--- src/rtl/tsb_pkg.sv ---
// Shared types and width helpers for the tri-state bus arbiter.
package tsb_pkg;

    typedef enum logic [1:0] {
        TSB_IDLE = 2'd0,
        TSB_OWN  = 2'd1,
        TSB_TURN = 2'd2
    } tsb_state_e;

    localparam int TSB_N_REQ_MIN = 2;
    localparam int TSB_N_REQ_MAX = 16;

    // owner_id width; never below one bit
    function automatic int tsb_id_w(input int n_req);
        return (n_req <= 2) ? 1 : $clog2(n_req);
    endfunction

    // width of a counter that must hold the value max_val (turn and hold counters)
    function automatic int tsb_cnt_w(input int max_val);
        return (max_val <= 1) ? 1 : $clog2(max_val + 1);
    endfunction

endpackage

--- src/rtl/tristate_bus_arbiter_rr_picker.sv ---
// Combinational round-robin picker: first set req at or after ptr, wrapping modulo N_REQ.
module rr_picker
    import tsb_pkg::*;
#(
    parameter int N_REQ = 4,
    parameter int ID_W  = tsb_id_w(N_REQ)
) (
    input  logic [N_REQ-1:0] req,
    input  logic [ID_W-1:0]  ptr,
    output logic [N_REQ-1:0] pick,
    output logic [ID_W-1:0]  pick_idx,
    output logic             pick_any
);

    int j;

    always_comb begin
        pick     = '0;
        pick_idx = '0;
        pick_any = 1'b0;
        j        = 0;
        for (int i = 0; i < N_REQ; i++) begin
            j = int'(ptr) + i;
            if (j >= N_REQ) j = j - N_REQ;
            if (!pick_any && req[j]) begin
                pick_any = 1'b1;
                pick[j]  = 1'b1;
                pick_idx = ID_W'(j);
            end
        end
    end

endmodule

--- src/rtl/tristate_bus_arbiter.sv ---
// Round-robin owner of a shared tri-state bus with enforced float (turnaround) cycles.
// Optional tenure cap enabled by defining TSB_HOLD_LIMIT_EN.
module tristate_bus_arbiter
    import tsb_pkg::*;
#(
    parameter int N_REQ      = 4,
    parameter int TURNAROUND = 1,
    parameter int MAX_HOLD   = 16
) (
    input  logic                     clk,
    input  logic                     rst_n,
    input  logic [N_REQ-1:0]         req,
    output logic [N_REQ-1:0]         gnt,
    output logic [N_REQ-1:0]         drv_en,
    output logic [$clog2(N_REQ)-1:0] owner_id,
    output logic                     bus_idle
);

    localparam int ID_W   = $clog2(N_REQ);
    localparam int TURN_W = tsb_cnt_w(TURNAROUND);

    tsb_state_e        state;
    logic [ID_W-1:0]   rr_ptr;
    logic [TURN_W-1:0] turn_cnt;
    logic [N_REQ-1:0]  pick;
    logic [ID_W-1:0]   pick_idx;
    logic              pick_any;
    logic              do_grant;
    logic              release_now;
    logic              hold_hit;
    logic [ID_W-1:0]   ptr_after_owner;

    rr_picker #(.N_REQ(N_REQ), .ID_W(ID_W)) u_picker (
        .req      (req),
        .ptr      (rr_ptr),
        .pick     (pick),
        .pick_idx (pick_idx),
        .pick_any (pick_any)
    );

`ifdef TSB_HOLD_LIMIT_EN
    localparam int HOLD_W = tsb_cnt_w(MAX_HOLD);
    logic [HOLD_W-1:0] hold_cnt;
    assign hold_hit = (hold_cnt == HOLD_W'(MAX_HOLD)) && ((req & ~gnt) != '0);
`else
    assign hold_hit = 1'b0;
`endif

    // Handshake: req is a level held for the whole tenure; gnt (== drv_en) follows one edge
    // after an arbitration edge and drops on the edge that samples req low (or a forced release).
    always_comb begin
        do_grant    = 1'b0;
        release_now = 1'b0;
        if (state == TSB_IDLE) do_grant = pick_any;
        if (state == TSB_TURN && turn_cnt <= TURN_W'(1)) do_grant = pick_any;
        if (state == TSB_OWN) release_now = !req[owner_id] || hold_hit;
    end

    assign ptr_after_owner = (int'(owner_id) == N_REQ - 1) ? '0 : owner_id + 1'b1;
    assign drv_en          = gnt;

    always_ff @(posedge clk) begin
        if (!rst_n) begin
            state    <= TSB_IDLE;
            gnt      <= '0;
            owner_id <= '0;
            bus_idle <= 1'b1;
            rr_ptr   <= '0;
            turn_cnt <= '0;
`ifdef TSB_HOLD_LIMIT_EN
            hold_cnt <= '0;
`endif
        end else if (do_grant) begin
            state    <= TSB_OWN;
            gnt      <= pick;
            owner_id <= pick_idx;
            bus_idle <= 1'b0;
`ifdef TSB_HOLD_LIMIT_EN
            hold_cnt <= HOLD_W'(1);
`endif
        end else begin
            case (state)
                TSB_OWN: begin
                    if (release_now) begin
                        state    <= TSB_TURN;
                        gnt      <= '0;
                        bus_idle <= 1'b1;
                        rr_ptr   <= ptr_after_owner;
                        turn_cnt <= TURN_W'(TURNAROUND);
                    end
`ifdef TSB_HOLD_LIMIT_EN
                    // saturates while nobody else is waiting, so the tenure simply continues
                    else if (hold_cnt != HOLD_W'(MAX_HOLD)) begin
                        hold_cnt <= hold_cnt + 1'b1;
                    end
`endif
                end
                TSB_TURN: begin
                    if (turn_cnt <= TURN_W'(1)) state <= TSB_IDLE;
                    else turn_cnt <= turn_cnt - 1'b1;
                end
                default: state <= TSB_IDLE;
            endcase
        end
    end

endmodule
--- config.mk ---
export PLATFORM = sky130hd
export DESIGN_NAME = tristate_bus_arbiter
export DESIGN_NICKNAME = d
export VERILOG_FILES = /design/src/rtl/tsb_pkg.sv /design/src/rtl/tristate_bus_arbiter_rr_picker.sv /design/src/rtl/tristate_bus_arbiter.sv
export SDC_FILE = /design/constraint.sdc
export NUM_CORES = 1
export LEC_CHECK = 0
export BUFFER_PORTS_ARGS = -buffer_cell sky130_fd_sc_hd__buf_2
export CELL_PAD_IN_SITES_DETAIL_PLACEMENT = 1
export CELL_PAD_IN_SITES_GLOBAL_PLACEMENT = 2
export CORE_UTILIZATION = 32
export DETAILED_ROUTE_END_ITERATION = 6
export GPL_ROUTABILITY_DRIVEN = 1
export PLACE_DENSITY = 0.76
export SYNTH_ARGS = -nofsm -noshare
export SYNTH_HDL_FRONTEND = slang
export SYNTH_SLANG_ARGS = --single-unit
--- constraint.sdc ---
create_clock -name clk -period 3 [get_ports clk]
set_input_delay 0.6 -clock clk [delete_from_list [all_inputs] [get_ports clk]]
set_output_delay 0.6 -clock clk [all_outputs]
set_load 0.02 [all_outputs]
==> out/metrics.yaml, run 1 <==
status: "complete, no violations"
cts_tree: "done"
antenna_found_initial: 0
grt_use_met3_pct: 2.459
yosysTopAreaCellShare_pct: 24.41
route.detailed.drc: 0
critPathKind: "flop to flop"
grt_max_degree: 15
use_met1_pct: 25.45
grt.overflow.total: 0
synth_top_cell_by_area: "dfxtp_1"
place_area_um2: 969.7
clk-insertion-delay-late_ns: 0.27
dp.cells: 143
io_buffers: 16
async_flop_share_pct: 0
slowest_delay_ns: 0.54
fin_area_um2: 996.0
dr.pass1.iters: 4
htreeDepth: 1
ir_drop_mv: 0.2651
cp-end-kind: "flop"
via_per_inst: 5.551
cellPowerDensity_nw_per_um2: 624.1
drive_gt1_share_pct: 23.93
pre_cts_ws_ns: 0.3893
cp_cell_sequence: "inv_1, ha_1, mux4_2, buf_4, nor4b_2, nand2_1, a311oi_1"
dieArea_um2: 3035
hold_buffers: 0
fin_crit_sh_pct: 87.07
crit_required_ns: 3.17
grtUsageMet2_pct: 25.50
fmax_ghz: 0.3829
cp-start-kind: "flop"
num_rows: 18
postCtsSetupBuffers: 0
grtUsageTotal_pct: 17.22
grt_pass1_vias: 733
cts_buffers: 3
drv_slew: 0
area_growth_syn_to_layout_pct: 10.40
coreArea_um2: 2567
post-route-util_pct: 38.79
synth_area_leaders: "dfxtp_1 24%, mux4_2 10%, ha_1 6.9%"
yosysWarnings: 0
clock_sinks: 11
die_h_um: 55.10
clk_pin_slew_worst_paths_ns: 0.07
cts_root_buf: "clkbuf_4"
rsz0062_at_grt: "false"
synth.avg_cell_area_um2: 8.674
slew_headroom_pct: 66.66
fin_total_pwr_mw: 0.6216
critPathSlowestCell: "mux4_2"
maxCapViolCount: 0
gp_congestion: 0.8336
yosysSeqAreaShare_pct: 24.41
fin_ws_ns: 0.3880
n_antenna_cell: 0
busiest_layer: "met2"
skew_ns: 0.004175
finalNonFillerCells: 147
leakagePower_nw: 0.3927
fillers: 319
cp_max_fo: 13
synth_edf_count: 0
syn-num-nets: 115
ctsResizeCount: 0
drt_wl_total_um: 2231
timing.hold.ws_ns: 0.5029
netlist_instances: 104
initial_utilization_pct: 35.14
yosysUniqueCellTypes: 33
synth_flop_cell: "dfxtp_1"
hold_viol: 0
nets: 129
critPathArrivalTime_ns: 2.78
drt_iter0_markers: 8
grt_pass1_wl_um: 3712
routedWlPerCell_um: 15.18
setup_violations: 0
final.setup.tns_ns: 0
ios: 17
ant_nets: 0
synth_seq_cells: 11
min_path_type: "flop to flop"
post-route-min-period_ns: 2.612
dp_hpwl_um: 1704
worst_pin_slew_ns: 0.5001
vias: 816
syn_area_um2: 902.1
die_w_um: 55.10
max-clock-path-buffers: 2
-- metal layers --
metal / vias to the layer above / share of wire (%)
li1: 407 / -
met1: 388 / 52
met2: 17 / 45
met3: 4 / 1.7
met4: 0 / 1.3
met5: - / 0
-- worst max-delay path: cells and delay by family, from the launching register on --
family | cells | cell delay (ns)
muxes | 1 | 0.54
adders and majority gates | 1 | 0.41
buffers and inverters | 2 | 0.33
and+or+nand+nor | 2 | 0.48
DFF | 1 | 0.47
AOI/OAI and AO/OA | 1 | 0.28
-- path summary, 6_finish.rpt --
path             start   endpoint  slack, ns  cells after the start
max reg2reg  rr_ptr[1]  drv_en[3]       0.39                      7
min reg2reg   bus_idle   bus_idle       0.50                      2
max          rr_ptr[1]  drv_en[3]       0.39                      7
min           bus_idle   bus_idle       0.50                      2
-- kinds of logic (layout without fill, tap and decap cells) --
group | after synthesis | after routing | share of synthesized area [%]
AO/OA/AOI/OAI | 29 | 29 | 23.16
adder cells (fa/ha/maj) | 5 | 5 | 6.935
buffers and inverters | 20 | 33 | 11.79
flip-flops | 11 | 11 | 24.41
multiplexers | 7 | 7 | 15.12
AND/OR/NAND/NOR | 32 | 32 | 18.59
-- synthesized netlist by cell type (2+ instances only) --
master / number
a21oi_1: 10
a22o_1: 4
a311oi_1: 3
a31oi_1: 2
buf_4: 4
buf_6: 2
clkbuf_1: 2
dfxtp_1: 11
ha_1: 5
inv_1: 11
mux2i_1: 2
mux4_2: 4
nand2_1: 12
nand3b_1: 5
nor2_1: 5
nor3_1: 3
o21ai_1: 2
or3_1: 2
-- registers in the layout, summed over array words and instances (netlist names) --
| register | count |
|---|---|
| bus_idle | 1 |
| drv_en | 4 |
| owner_id | 2 |
| rr_ptr | 2 |
| state | 2 |
-- cell usage in the layout (no fill, tap or decap), drive strengths merged, types with 2 or more instances in the layout --
cell / Yosys / routed
buf: 7 / 18
nand2: 12 / 12
inv: 11 / 11
dfxtp: 11 / 11
a21oi: 10 / 10
nand3b: 5 / 5
nor2: 5 / 5
ha: 5 / 5
mux4: 5 / 5
a22o: 4 / 4
a311oi: 4 / 4
clkbuf: 2 / 4
nor3: 3 / 3
o21ai: 3 / 3
or3: 2 / 2
a31oi: 2 / 2
mux2i: 2 / 2
-- where the power goes --
group | leakage [nW] | internal [mW] | switching [mW]
Clock | 0.0150 | 0.0514 | 0.0510
Combinational | 0.287 | 0.133 | 0.190
Sequential | 0.0910 | 0.174 | 0.0234
Total | 0.393 | 0.358 | 0.264
-- cell type report --
class                   count  area [um^2]  area share [%]
well taps                  30        37.54           3.769
multi-input cells          73        575.6           57.79
flip-flops and latches     11        220.2           22.11
inverters                  11        41.29           4.146
repair buffers             18        95.09           9.548
clock buffers               4        26.28           2.638
(Power assumes the default switching activity.)
==> run 2, diff against run 1 <==
- BUFFER_PORTS_ARGS: -buffer_cell sky130_fd_sc_hd__buf_2 -> unset
- CORE_UTILIZATION: 32 -> 36
- DONT_BUFFER_PORTS: unset -> 1
- PLACE_DENSITY: 0.76 -> 0.75
==> out/metrics.yaml, run 2 (synthesized netlist as in run 1, its figures left out) <==
endpoint: "drv_en[2]"
nets: 113  # -12%
post-route-util_pct: 39.76  # +0.97 points
critPathKind: "flop to flop"
coreArea_um2: 2297  # -11%
io_buffers: 0  # -16
drive_gt1_share_pct: 11.88  # -12 points
cp_max_fo: 14  # +1
cts_tree: "done"
crit_start: "rr_ptr[1]"
ctsResizeCount: 0  # unchanged
cp-end-kind: "flop"
slew_headroom_pct: 66.10  # -0.56 points
drt_wl_total_um: 2140  # -4.1%
grt_pass1_wl_um: 3601  # -3.0%
post-route-min-period_ns: 2.634  # +0.02226 ns
r2r_cells: 6  # -1
cts_root_buf: "clkbuf_4"
fillers: 280  # -12%
die_w_um: 52.06  # -5.5%
num_rows: 17  # -1
area_growth_syn_to_layout_pct: 1.248
final_common_cell: "nand2_1"
r2r_slack_ns: 0.37  # -0.02 ns
skew_ns: 0.001108  # -0.003068 ns
clock_sinks: 11  # unchanged
dp_hpwl_um: 1599  # -6.2%
grt_max_degree: 15  # unchanged
r2r-end: "drv_en[2]"
drt_iter0_markers: 21  # +13
min_path_type: "primary input to flop"
grt_pass1_vias: 739  # +0.82%
fin_crit_sh_pct: 87.81  # +0.74 points
crit_required_ns: 3.14  # -0.03 ns
hold_buffers: 0  # unchanged
route.detailed.drc: 0  # unchanged
maxCapViolCount: 0  # unchanged
ant_nets: 0  # unchanged
clk-insertion-delay-late_ns: 0.28  # about the same
cp-start-kind: "flop"
vias: 767  # -6.0%
grtUsageTotal_pct: 18.33  # +1.1 points
cts_buffers: 3  # unchanged
leakagePower_nw: 0.3202  # -18%
grt.overflow.total: 0  # unchanged
max-clock-path-buffers: 2  # unchanged
rsz0062_at_grt: "false"
n_antenna_cell: 0  # unchanged
final.setup.tns_ns: 0  # unchanged
r2r_start: "rr_ptr[1]"
worst_pin_slew_ns: 0.5085  # +0.008403 ns
initial_utilization_pct: 39.27  # +4.1 points
cellPowerDensity_nw_per_um2: 642.3  # +2.9%
fmax_ghz: 0.3796  # -0.85%
largest_reg_flops: 4  # unchanged
clk_pin_slew_worst_paths_ns: 0.07  # about the same
setup_violations: 0  # unchanged
hold_viol: 0  # unchanged
htreeDepth: 1  # unchanged
drv_slew: 0  # unchanged
dr.pass1.iters: 4  # unchanged
status: "complete, no violations"
final_cell_mix: "12 x nand2_1, 11 x inv_1, 11 x dfxtp_1, 10 x a21oi_1"
ir_drop_mv: 0.2925  # +10%
die_h_um: 52.06  # -5.5%
antenna_found_initial: 0  # unchanged
routedWlPerCell_um: 16.59  # +9.3%
dieArea_um2: 2710  # -11%
postCtsSetupBuffers: 0  # unchanged
via_per_inst: 5.946  # +7.1%
ios: 17  # unchanged
gp_congestion: 0.8184  # -1.8%
critPathArrivalTime_ns: 2.77  # about the same
## run 2: changes by cell type in the layout (fill, tap and decap cells not counted), sizes merged
cell,change
buf,-16
## run 2: how the worst min path moves through the flow
stage / slack, ns / cells past startpoint / startpoint / end
after detailed placement: 0.52 / 2 / state[0] / state[0]
after global placement: 0.49 / 2 / state[0] / state[0]
final: 0.42 / 1 / rst_n / bus_idle
after floorplan: 0.46 / 2 / state[0] / state[0]
after global routing: 0.42 / 1 / rst_n / bus_idle
after CTS: 0.42 / 1 / rst_n / bus_idle
## run 2: final cells by class
class,count,area (um^2),area share [%]
Clock buffer,4,26.28,2.877
Inverter,11,41.29,4.521
Multi-Input combinational cell,73,575.6,63.01
Sequential cell,11,220.2,24.11
Tap cell,28,35.03,3.836
Timing Repair Buffer,2,15.01,1.644
## run 2: power by group
part / internal (mW) / switching (mW)
logic: 0.109 / 0.133
registers: 0.174 / 0.0665
clock network: 0.0516 / 0.0526
## run 2: metrics by stage
| step | hold slack, ns | setup WS [ns] | total power, mW | std cells | instance area (um^2) |
|---|---|---|---|---|---|
| 2_1_floorplan | 0.4635 | 0.5614 | 0.4599 | 104 | 902.1 |
| 3_3_place_gp | 0.4863 | 0.4911 | 0.4809 | 125 | 887.1 |
| 3_5_place_dp | 0.5153 | 0.4096 | 0.4866 | 125 | 887.1 |
| 4_1_cts | 0.4170 | 0.3773 | 0.5900 | 129 | 913.4 |
| 5_1_grt | 0.4208 | 0.1968 | 0.6307 | 129 | 913.4 |
| 6_report | 0.4154 | 0.3658 | 0.5866 | 129 | 913.4 |
## run 2: per-layer routing
layer,vias up,track usage [%],wire (um)
li1,379,-,-
met1,364,25.93,1043
met2,22,27.14,967
met3,2,3.509,109
met4,0,6.757,20
met5,-,0,0
## run 2: critical path: stages, from the launching register on
cell	delay (ns)
dfxtp_1	0.48
inv_1	0.15
ha_1	0.41
mux4_2	0.55
o41a_1	0.61
a21oi_1	0.23
a311oi_2	0.07
